<file path="src/rtl/demux_1x2_8bits_fifo.sv">
// Receive-side byte un-striper: alternates an incoming byte stream onto two lanes,
// each buffered in its own FIFO and drained independently by a pop strobe.
module demux_1x2_8bits_fifo #(
    parameter int DATA_WIDTH = 8,
    parameter int FIFO_DEPTH = 4,
    parameter int ADDR_WIDTH = 2
) (
    input  logic                  clk,
    input  logic                  reset_L,
    input  logic [DATA_WIDTH-1:0] data_in,
    input  logic                  valid_in,
    input  logic                  pop0,
    input  logic                  pop1,
    output logic [DATA_WIDTH-1:0] data_out0,
    output logic [DATA_WIDTH-1:0] data_out1,
    output logic                  valid_out0,
    output logic                  valid_out1,
    output logic                  empty0,
    output logic                  empty1,
    output logic                  full0,
    output logic                  full1,
    output logic [ADDR_WIDTH:0]   count0,
    output logic [ADDR_WIDTH:0]   count1,
    output logic                  err_overflow0,
    output logic                  err_overflow1
);

    localparam logic [ADDR_WIDTH:0] FULL_COUNT = (ADDR_WIDTH + 1)'(FIFO_DEPTH);

    // Handshake: valid_in qualifies data_in and is never back-pressured (a push into a
    // full lane is dropped and flagged); popN is accepted only when lane N is non-empty,
    // and valid_outN marks the cycle after an accepted pop.
    logic       selector;
    logic [1:0] pop_v;

    assign pop_v = {pop1, pop0};

    always_ff @(posedge clk) begin
        if (!reset_L) selector <= 1'b0;
        else          selector <= ~selector;
    end

    for (genvar n = 0; n < 2; n++) begin : g_lane
        logic [DATA_WIDTH-1:0] mem [FIFO_DEPTH];
        logic [ADDR_WIDTH-1:0] wr_ptr, rd_ptr;
        logic [ADDR_WIDTH:0]   count;
        logic [DATA_WIDTH-1:0] dout;
        logic                  vout;
        logic                  err;
        logic                  push_req, pop_ok, push_ok, push_drop;

        assign push_req = valid_in && (selector == 1'(n));
        assign pop_ok   = pop_v[n] && (count != '0);
        // A full lane still accepts a push when a pop frees the head slot in the same cycle.
        assign push_ok   = push_req && ((count != FULL_COUNT) || pop_ok);
        assign push_drop = push_req && !push_ok;

        always_ff @(posedge clk) begin
            if (reset_L && push_ok) mem[wr_ptr] <= data_in;
        end

        always_ff @(posedge clk) begin
            if (!reset_L) begin
                wr_ptr <= '0;
                rd_ptr <= '0;
                count  <= '0;
                dout   <= '0;
                vout   <= 1'b0;
                err    <= 1'b0;
            end else begin
                if (push_ok) wr_ptr <= wr_ptr + ADDR_WIDTH'(1);
                if (pop_ok) begin
                    dout   <= mem[rd_ptr];
                    rd_ptr <= rd_ptr + ADDR_WIDTH'(1);
                end
                vout <= pop_ok;
                if (push_drop) err <= 1'b1;
                case ({push_ok, pop_ok})
                    2'b10:   count <= count + (ADDR_WIDTH + 1)'(1);
                    2'b01:   count <= count - (ADDR_WIDTH + 1)'(1);
                    default: count <= count;
                endcase
            end
        end
    end

    assign data_out0     = g_lane[0].dout;
    assign data_out1     = g_lane[1].dout;
    assign valid_out0    = g_lane[0].vout;
    assign valid_out1    = g_lane[1].vout;
    assign count0        = g_lane[0].count;
    assign count1        = g_lane[1].count;
    assign empty0        = (g_lane[0].count == '0);
    assign empty1        = (g_lane[1].count == '0);
    assign full0         = (g_lane[0].count == FULL_COUNT);
    assign full1         = (g_lane[1].count == FULL_COUNT);
    assign err_overflow0 = g_lane[0].err;
    assign err_overflow1 = g_lane[1].err;

endmodule

</file>
<file path="config.mk">
export PLATFORM = sky130hd
export DESIGN_NAME = demux_1x2_8bits_fifo
export DESIGN_NICKNAME = d
export VERILOG_FILES = /design/src/rtl/demux_1x2_8bits_fifo.sv
export SDC_FILE = /design/constraint.sdc
export NUM_CORES = 1
export LEC_CHECK = 0
export ABC_AREA = 1
export CAP_MARGIN = 30
export CORE_ASPECT_RATIO = 1.75
export CORE_MARGIN = 2
export CORE_UTILIZATION = 56
export DETAILED_ROUTE_END_ITERATION = 8
export PLACE_DENSITY = 0.79
export SYNTH_ARGS = -nofsm -noshare
export SYNTH_HDL_FRONTEND = slang
export SYNTH_SLANG_ARGS = --single-unit
</file>
<file path="constraint.sdc">
create_clock -name clk -period 2 [get_ports clk]
set_input_delay 0.5 -clock clk [delete_from_list [all_inputs] [get_ports clk]]
set_output_delay 0.5 -clock clk [all_outputs]
set_load 0.02 [all_outputs]
</file>
**Yosys cells after proc, flatten, opt, wreduce, memory -nomap -nowiden**

Memories as Yosys holds them, arrays and structs flattened. A register that Yosys moved wholly into a read port is not among the register bits.
Cells that the tools add are included.

- Eq/ne operators: 8
- Reduce and logical (&&, ||, !) cells: 22
- Bitwise operators: 1
- Muxes and demuxes: 6
- Multiply operators: 0
- Shifts and indexed selects: 0
- $add $sub $neg: 8
- $lt $le $gt $ge: 0
- Div/mod/pow operators: 0

Operators with widths:

| kind | number |
|---|---|
| case mux 3 bit (2 select lines) | 2 |
| logical AND 1 bit | 10 |
| adder 2 x 1 -> 2 bit, second input constant | 4 |
| adder 3 x 1 -> 3 bit, second input constant | 2 |
| equality test 3 bit, second input constant | 2 |
| zero test 3 bit | 2 |
| inequality test 3 bit, second input constant | 2 |
| nonzero test 3 bit | 2 |
| subtractor 3 x 1 -> 3 bit, second input constant | 2 |
| equality test 2 x 1 -> 1 bit, second input constant | 2 |
| equality test 2 bit, second input constant | 2 |
| zero test 1 bit | 4 |
| 2-to-1 mux 1 bit | 4 |
| nonzero test 2 bit | 2 |
| logical OR 1 bit | 2 |
| NOT 1 bit | 1 |

- Input bits: 13
- Output and inout bits: 30
- Bits in latches: 0
- Bits in registers: 19
- Logic and storage cells: 58
- ROM bits: 0
- Bits in writable memories: 64
- Memories: 2

Memory list:

| name | depth | width | rd ports | clocked after Yosys merged registers in | wr ports | RTL line | RTL |
|---|---|---|---|---|---|---|---|
| g_lane[0].mem | 4 | 8 | 1 | 1 | 1 | 44 | `logic [DATA_WIDTH-1:0] mem [FIFO_DEPTH];` |
| g_lane[1].mem | 4 | 8 | 1 | 1 | 1 | 44 |  |

**Longest topological paths before layout**

Gate-level depths: netlist of the first run.

- Depth after elaboration: 7
- Gate-level depth with buffers: 11
- Mapped depth without buffers: 11

**Worst setup path before layout of the first run**

OpenSTA, ideal clock, no wires.

- Path type: register to register
- Start point: register g_lane[1].count[0] (netlist: count1[0])
- End point: memory g_lane[1].mem[0][0], enable pin
- Required time: 1,629 ps
- Path buffers: 0
- Cell stages (with the launch flop): 7
- Slack: 311 ps
- Setup time: 371 ps
- Arrival: 1,318 ps
- Clock period less this slack: 1,689 ps
- Cells stage by stage: dfxtp_1 -> nor2_2 -> nand2_1 -> inv_2 -> nand2_1 -> nand3_1 -> nor2_1

- Word-level cells in the longest chain between the ends: 7
- Elaborated cells between the ends (all ways): 8
- Those cells by class: eq/ne: 1; mux: 2; reduce/logical: 5

Ends and longest elaborated chain:

| what | RTL line | RTL |
|---|---|---|
| start: declaration | 46 | `logic [ADDR_WIDTH:0] count;` |
| start signal: assignment | 79 | `2'b10: count <= count + (ADDR_WIDTH + 1)'(1);` |
| start signal: assignment | 80 | `2'b01: count <= count - (ADDR_WIDTH + 1)'(1);` |
| start signal: assignment | 81 | `default: count <= count;` |
| nonzero test 3 bit | 53 | `assign pop_ok = pop_v[n] && (count != '0);` |
| logical AND 1 bit | 53 |  |
| logical OR 1 bit * | 55 | `assign push_ok = push_req && ((count != FULL_COUNT) \|\| pop_ok);` |
| logical AND 1 bit * | 55 |  |
| logical AND 1 bit * | 59 | `if (reset_L && push_ok) mem[wr_ptr] <= data_in;` |
| 2-to-1 mux 1 bit * | 59 |  |
| 2-to-1 mux 1 bit (not written as such) * | 59 |  |
| end: declaration | 44 |  |

Mark *: on every way between the ends. The rest lies on a longest branch, timed or not.

**Worst setup path in the final report of the first run**

- Start point: register g_lane[0].count[0] (netlist: count0[0])
- End point: output full0

- Word-level cells in the longest chain between the ends: 1

Ends and longest elaborated chain:

| what | RTL line | RTL |
|---|---|---|
| start: declaration | 46 |  |
| start signal: assignment | 79 |  |
| start signal: assignment | 80 |  |
| start signal: assignment | 81 |  |
| equality test 3 bit | 95 | `assign full0 = (g_lane[0].count == FULL_COUNT);` |
| end: declaration | 20 | `output logic full0,` |

Every way passes these cells.

==> results of run 1 <==
-- what timing repair did --
item,4_1_cts,5_1_grt
setup endpoints to repair,4,0
endpoints found under the hold margin,0,0
setup buffers,0,0
gates resized for setup,4,0
-- placed cells by master, fill, tap and decap left out --
master and instances:
nor2_1 83, edfxtp_1 64, o21ai_0 52, clkdlybuf4s50_1 38, dfxtp_1 35, inv_1 30
buf_4 24, nand2_1 20, o22ai_1 16, a21oi_1 12, clkbuf_16 10, nand3_1 8
ha_1 8, nand2_2 4, nand2_4 4, inv_2 4, nand4_1 4, dlygate4sd2_1 4
nor2_2 2, inv_4 2, o21ai_1 2, a31oi_1 2, fa_1 2, bufinv_16 2
clkbuf_8 2, clkinv_2 1, clkinv_1 1
-- power breakdown --
group,leakage (nW),switching [W],internal [W],total (W)
Clock,0.171,0.000687,0.00123,0.00192
Combinational,0.863,0.000975,0.000662,0.00164
Sequential,0.866,0.000150,0.00237,0.00252
Total,1.90,0.00181,0.00427,0.00608
-- cell families (layout without fill, tap and decap cells) --
logic type	Yosys count	in the layout	share of synthesized area
AOI/OAI and AO/OA	84	84	0.112
adders and majority gates	10	10	0.0354
and+or+nand+nor	125	125	0.135
DFF	99	99	0.663
buffers and inverters	47	118	0.0544
-- worst reg2reg max path, delay by kind of cell (launching register included) --
kind | cells | cell delay (ns)
simple gates | 5 | 0.68
buf+inv | 2 | 0.27
flops | 1 | 0.40
-- worst max path at each step --
stage	startpoint	to	slack (ns)
finish	count0[0]	full0	0.12
global placement	pop0	count0[2]	-0.03
detailed placement	pop0	g_lane[0].mem[3][3]	-0.07
CTS	count0[1]	count0[1]	0.09
global route	count1[0]	full1	0.04
floorplan	count1[0]	g_lane[1].mem[0][0]	0.31
-- per-layer routing --
| metal | vias up | part of all wire |
|---|---|---|
| li1 | 1380 | - |
| met1 | 1349 | 0.39 |
| met2 | 81 | 0.54 |
| met3 | 14 | 0.050 |
| met4 | 0 | 0.020 |
| met5 | - | 0 |
-- stage by stage --
stage           util  area, sq um  setup TNS (ns)  total power (W)
2_1_floorplan      -         3960               0          0.00355
6_report       0.719         4930               0          0.00608
3_3_place_gp   0.669         4590          -0.487          0.00416
3_5_place_dp   0.669         4590           -3.00          0.00422
4_1_cts        0.719         4930               0          0.00612
5_1_grt        0.719         4930               0          0.00638
-- layout make-up --
cell class | instances | area [sq um] | area share
Clock buffer | 12 | 278 | 0.0564
Clock inverter | 4 | 68.8 | 0.0140
Inverter | 36 | 140 | 0.0284
Multi-Input combinational cell | 219 | 1120 | 0.227
Sequential cell | 99 | 2620 | 0.532
Tap cell | 84 | 105 | 0.0213
Timing Repair Buffer | 66 | 596 | 0.121
-- registers in the layout, summed over array words and instances, names as in the netlist --
name           count
data_out0          8
data_out1          8
count1             3
count0             3
g_lane.rd_ptr      4
err_overflow0      1
valid_out1         1
err_overflow1      1
g_lane.mem        64
valid_out0         1
selector           1
g_lane.wr_ptr      4
==> flow_metrics.tcl, run 1 <==
set metrics [dict create \
    endpoint_kind "output pin" \
    path_delay_family "buffers and inverters" \
    fmax_ghz 0.532 \
    routedWlPerCell_um 15.6 \
    async_flop_share 0 \
    cts_hold_buffers 0 \
    synth-seq-cells 99 \
    totalWireLength_um 8140 \
    grt_use_met1 0.249 \
    cp.arrival_ns 1.38 \
    worstPathRequired_ns 1.50 \
    grt_pass1_vias 2759 \
    area_delta_synth_final_pct 24.6 \
    fin_ws_ns 0.120 \
    num_vias 2824 \
    dp_hpwl_um 5430 \
    fillers 487 \
    rr_worst_depth 7 \
    grt_pass1_wl_um 12900 \
    grt_util_all_layers 0.231 \
    min_period_ns 1.88 \
    grt_max_degree 18 \
    yosysWarnings 0 \
    cts_tree "built" \
    slew_headroom 0.746 \
    hold-path-endpoint "selector" \
    synth_top_area_cell "edfxtp_1" \
    htree_levels 3 \
    crit_chain "nor2_2, nand2_1, inv_2, dlygate4sd2_1" \
    synth_edf_count 64 \
    cts_root_buf "clkbuf_16" \
    worstHoldPathType "reg2reg" \
    ys_types 23 \
    hold_ws_ns 0.438 \
    synthesis.area_sq_mm 0.00396 \
    min_period_over_period 0.940 \
    use_met2 0.405 \
    die_w_um 67.5 \
    final_cells 520 \
    finClkSkew_ns 0.00665 \
    setup_viol 0 \
    max_stage_delay_ns 0.35 \
    row_count 40 \
    place_inst 504 \
    dp_slack_ns -0.0739 \
    synth.most_common_cell "nor2_1" \
    antenna_left 0 \
    dieHeight_um 115 \
    route.detailed.drc 0 \
    hold_viol 0 \
    start_util 0.577 \
    power.density_mw_per_mm2 1230 \
    critPathMaxFanout 4 \
    status "complete, no violations" \
    grt.met3_usage 0.0675 \
    min_from "selector" \
    antenna_cells 0 \
    layout-drive-gt1-share 0.126 \
    whs_path_depth 1 \
    place.gp.congestion 0.789 \
    syn_avg_cell_area_sq_um 10.8 \
    worst-path-stages 4 \
    worst_pin_slew_ns 0.381 \
    timing.rr.end "g_lane[0].mem[2][6]" \
    cp-start-kind "flop" \
    die_area_sq_mm 0.00778 \
    drv_cap 0 \
    synthCells 365 \
    clock_latency_ns 0.34 \
    yosys-top-cells-area "edfxtp_1 49%, dfxtp_1 18%, nor2_1 7.9%" \
    synth_top_area_share 0.486 \
    synthesis.nets 388 \
    drt_iter0_markers 212 \
    busiest_layer "met2" \
    slowest_stage "dfxtp_1" \
    core_sq_mm 0.00686 \
    clk_pin_slew_ns 0.06 \
    synth.top_cells.by_count "83 x nor2_1, 64 x edfxtp_1, 52 x o21ai_0" \
    clock-sinks 99 \
    r2r_start "count0[0]" \
    slew_viol_final 0 \
    io_pins 43 \
    clockBufferDepth 2 \
    grt_overflow 0 \
    synth-main-ff-cell "edfxtp_1" \
    path_class "reg2out" \
    nets 454 \
    crit_buf_inv 2 \
    p_leak_nw 1.90 \
    via_per_inst 5.43 \
    rrSetupSlack_ns 0.37 \
    port-buffer-count 42 \
    drtPass1Iterations 4 \
    cts_made_buffers 9 \
    antenna_found_initial 0 \
    ir_drop_v 0.000695 \
    rsz0062_at_grt "false" \
    synth_seq_area_share 0.663 \
]
(Power assumes the default switching activity.)
==> run 2: changes to the inputs <==
--- a/config.mk
+++ b/config.mk
@@ -10,6 +10,7 @@
 export CORE_ASPECT_RATIO = 1.75
 export CORE_MARGIN = 2
 export CORE_UTILIZATION = 56
+export CTS_CLUSTER_DIAMETER = 200
 export DETAILED_ROUTE_END_ITERATION = 8
 export PLACE_DENSITY = 0.79
 export SYNTH_ARGS = -nofsm -noshare
==> results of run 2 <==
The final DEF is identical to that of run 1; final timing and power are the same.
==> run 3: changes to the inputs <==
==> constraint.sdc (replaced) <==
create_clock -name clk -period 2.1 [get_ports clk]
set_input_delay 0.525 -clock clk [delete_from_list [all_inputs] [get_ports clk]]
set_output_delay 0.525 -clock clk [all_outputs]
set_load 0.02 [all_outputs]
==> flow_metrics.tcl, run 3 (synthesis results as in run 1) <==
set metrics [dict create \
    cts_root_buf "clkbuf_16" \
    setup_viol 0 \
    antenna_cells 0 \
    slowest_stage "clkdlybuf4s50_1" \
    antenna_found_initial 0 \
    endpoint_kind "output pin" \
    final_common_cell "nor2_1" \
    clk_pin_slew_ns 0.06 \
    dp_hpwl_um 5530 \
    grt_pass1_vias 2706 \
    layout-drive-gt1-share 0.114 \
    min_period_over_period 0.908 \
    route.detailed.drc 0 \
    status "complete, no violations" \
    fin_ws_ns 0.193 \
    grt_overflow 0 \
    antenna_left 0 \
    crit_buf_inv 1 \
    cp-start-kind "flop" \
    p_switching_w 0.00170 \
    worstHoldPathType "reg2reg" \
    p_int_w 0.00386 \
    ir_drop_v 0.000789 \
    grt_util_all_layers 0.223 \
    drt_iter0_markers 264 \
    cts_resized 4 \
    largest_reg_flops 64 \
    rsz0062_at_grt "false" \
    num_vias 2786 \
    power_frac_clock 0.291 \
    worst_pin_slew_ns 0.342 \
    via_per_inst 5.41 \
    fillers 497 \
    power.density_mw_per_mm2 1150 \
    clock_latency_ns 0.34 \
    start_util 0.577 \
    p_leak_nw 1.86 \
    fmax_ghz 0.524 \
    routedWlPerCell_um 15.5 \
    clock-sinks 99 \
    area_delta_synth_final_pct 22.5 \
    slew_headroom 0.772 \
    cts_hold_buffers 0 \
    dieHeight_um 115 \
    nets 450 \
    slew_viol_final 0 \
    finClkSkew_ns 0.00700 \
    core_sq_mm 0.00686 \
    htree_levels 3 \
    final_cell_mix "83 x nor2_1, 64 x edfxtp_1, 52 x o21ai_0" \
    worstPathRequired_ns 1.57 \
    path_class "reg2out" \
    die_area_sq_mm 0.00778 \
    max_stage_delay_ns 0.63 \
    power_frac_comb 0.277 \
    path_delay_family "buffers and inverters" \
    die_w_um 67.5 \
    dp_slack_ns -0.0137 \
    drtPass1Iterations 4 \
    crit_chain "clkdlybuf4s50_1" \
    place.gp.congestion 0.793 \
    clockBufferDepth 2 \
    min_period_ns 1.91 \
    seq_area_sq_mm 0.00262 \
    grt_max_degree 18 \
    io_pins 43 \
    cp.arrival_ns 1.38 \
    drv_cap 0 \
    fin_area_sq_mm 0.00485 \
    post-cts-setup-buffers 0 \
    totalWireLength_um 7990 \
    critPathMaxFanout 4 \
    largest_register "g_lane.mem" \
    row_count 40 \
    port-buffer-count 42 \
    cts_made_buffers 9 \
    hold_viol 0 \
    multi_input_area_sq_mm 0.00112 \
    p_sw_frac 0.306 \
    cts_tree "built" \
    pwr-share-seq 0.432 \
    placed_area_sq_mm 0.00456 \
    grt_pass1_wl_um 12600 \
]
[run 3: area by class of cell]
class / instances / area share
inverter: 36 / 0.0289
sequential: 99 / 0.541
tap: 84 / 0.0217
clock inverter: 2 / 0.00723
clock buffer: 13 / 0.0537
multi-input combinational: 219 / 0.231
timing repair buffer: 62 / 0.117
[run 3: worst paths after layout]
kind,start,end,slack [ns],depth (start not counted)
worst max-delay path,count0[1],count0[1],0.19,1
worst min-delay path,selector,selector,0.45,1
worst max register to register,count0[1],count0[2],0.49,10
worst min register to register,selector,selector,0.45,1
[run 3: worst register-to-register path, delay by kind of cell (launching register included)]
kind | cells | cell delay [ns]
adders and majority gates | 1 | 0.39
and+or+nand+nor | 6 | 0.44
buffers and inverters | 2 | 0.13
AOI/OAI and AO/OA | 1 | 0.14
DFF | 1 | 0.41
[run 3: per-layer routing]
metal / routed length (um) / GRT usage
met1: 3230 / 0.254
met2: 4240 / 0.385
met3: 380 / 0.0577
met4: 140 / 0.0939
met5: 0 / 0
[run 3: power groups by stage]
stage               registers [W]  clock network, W  logic [W]
global placement          0.00243                 0    0.00151
detailed placement        0.00244                 0    0.00156
floorplan                 0.00256                 0   0.000821
global route              0.00243           0.00171    0.00169
CTS                       0.00240           0.00163    0.00155
finish                    0.00240           0.00161    0.00154
[run 3: through the flow]
step | hold slack (ns) | total power, W | TNS, ns | utilization | std cells
CTS | 0.448 | 0.00558 | 0 | 0.707 | 515
floorplan | 0.413 | 0.00339 | 0 | - | 365
finish | 0.450 | 0.00555 | 0 | 0.707 | 515
global route | 0.467 | 0.00582 | 0 | 0.707 | 515
detailed placement | 0.433 | 0.00399 | -0.187 | 0.664 | 500
global placement | 0.425 | 0.00394 | 0 | 0.664 | 500
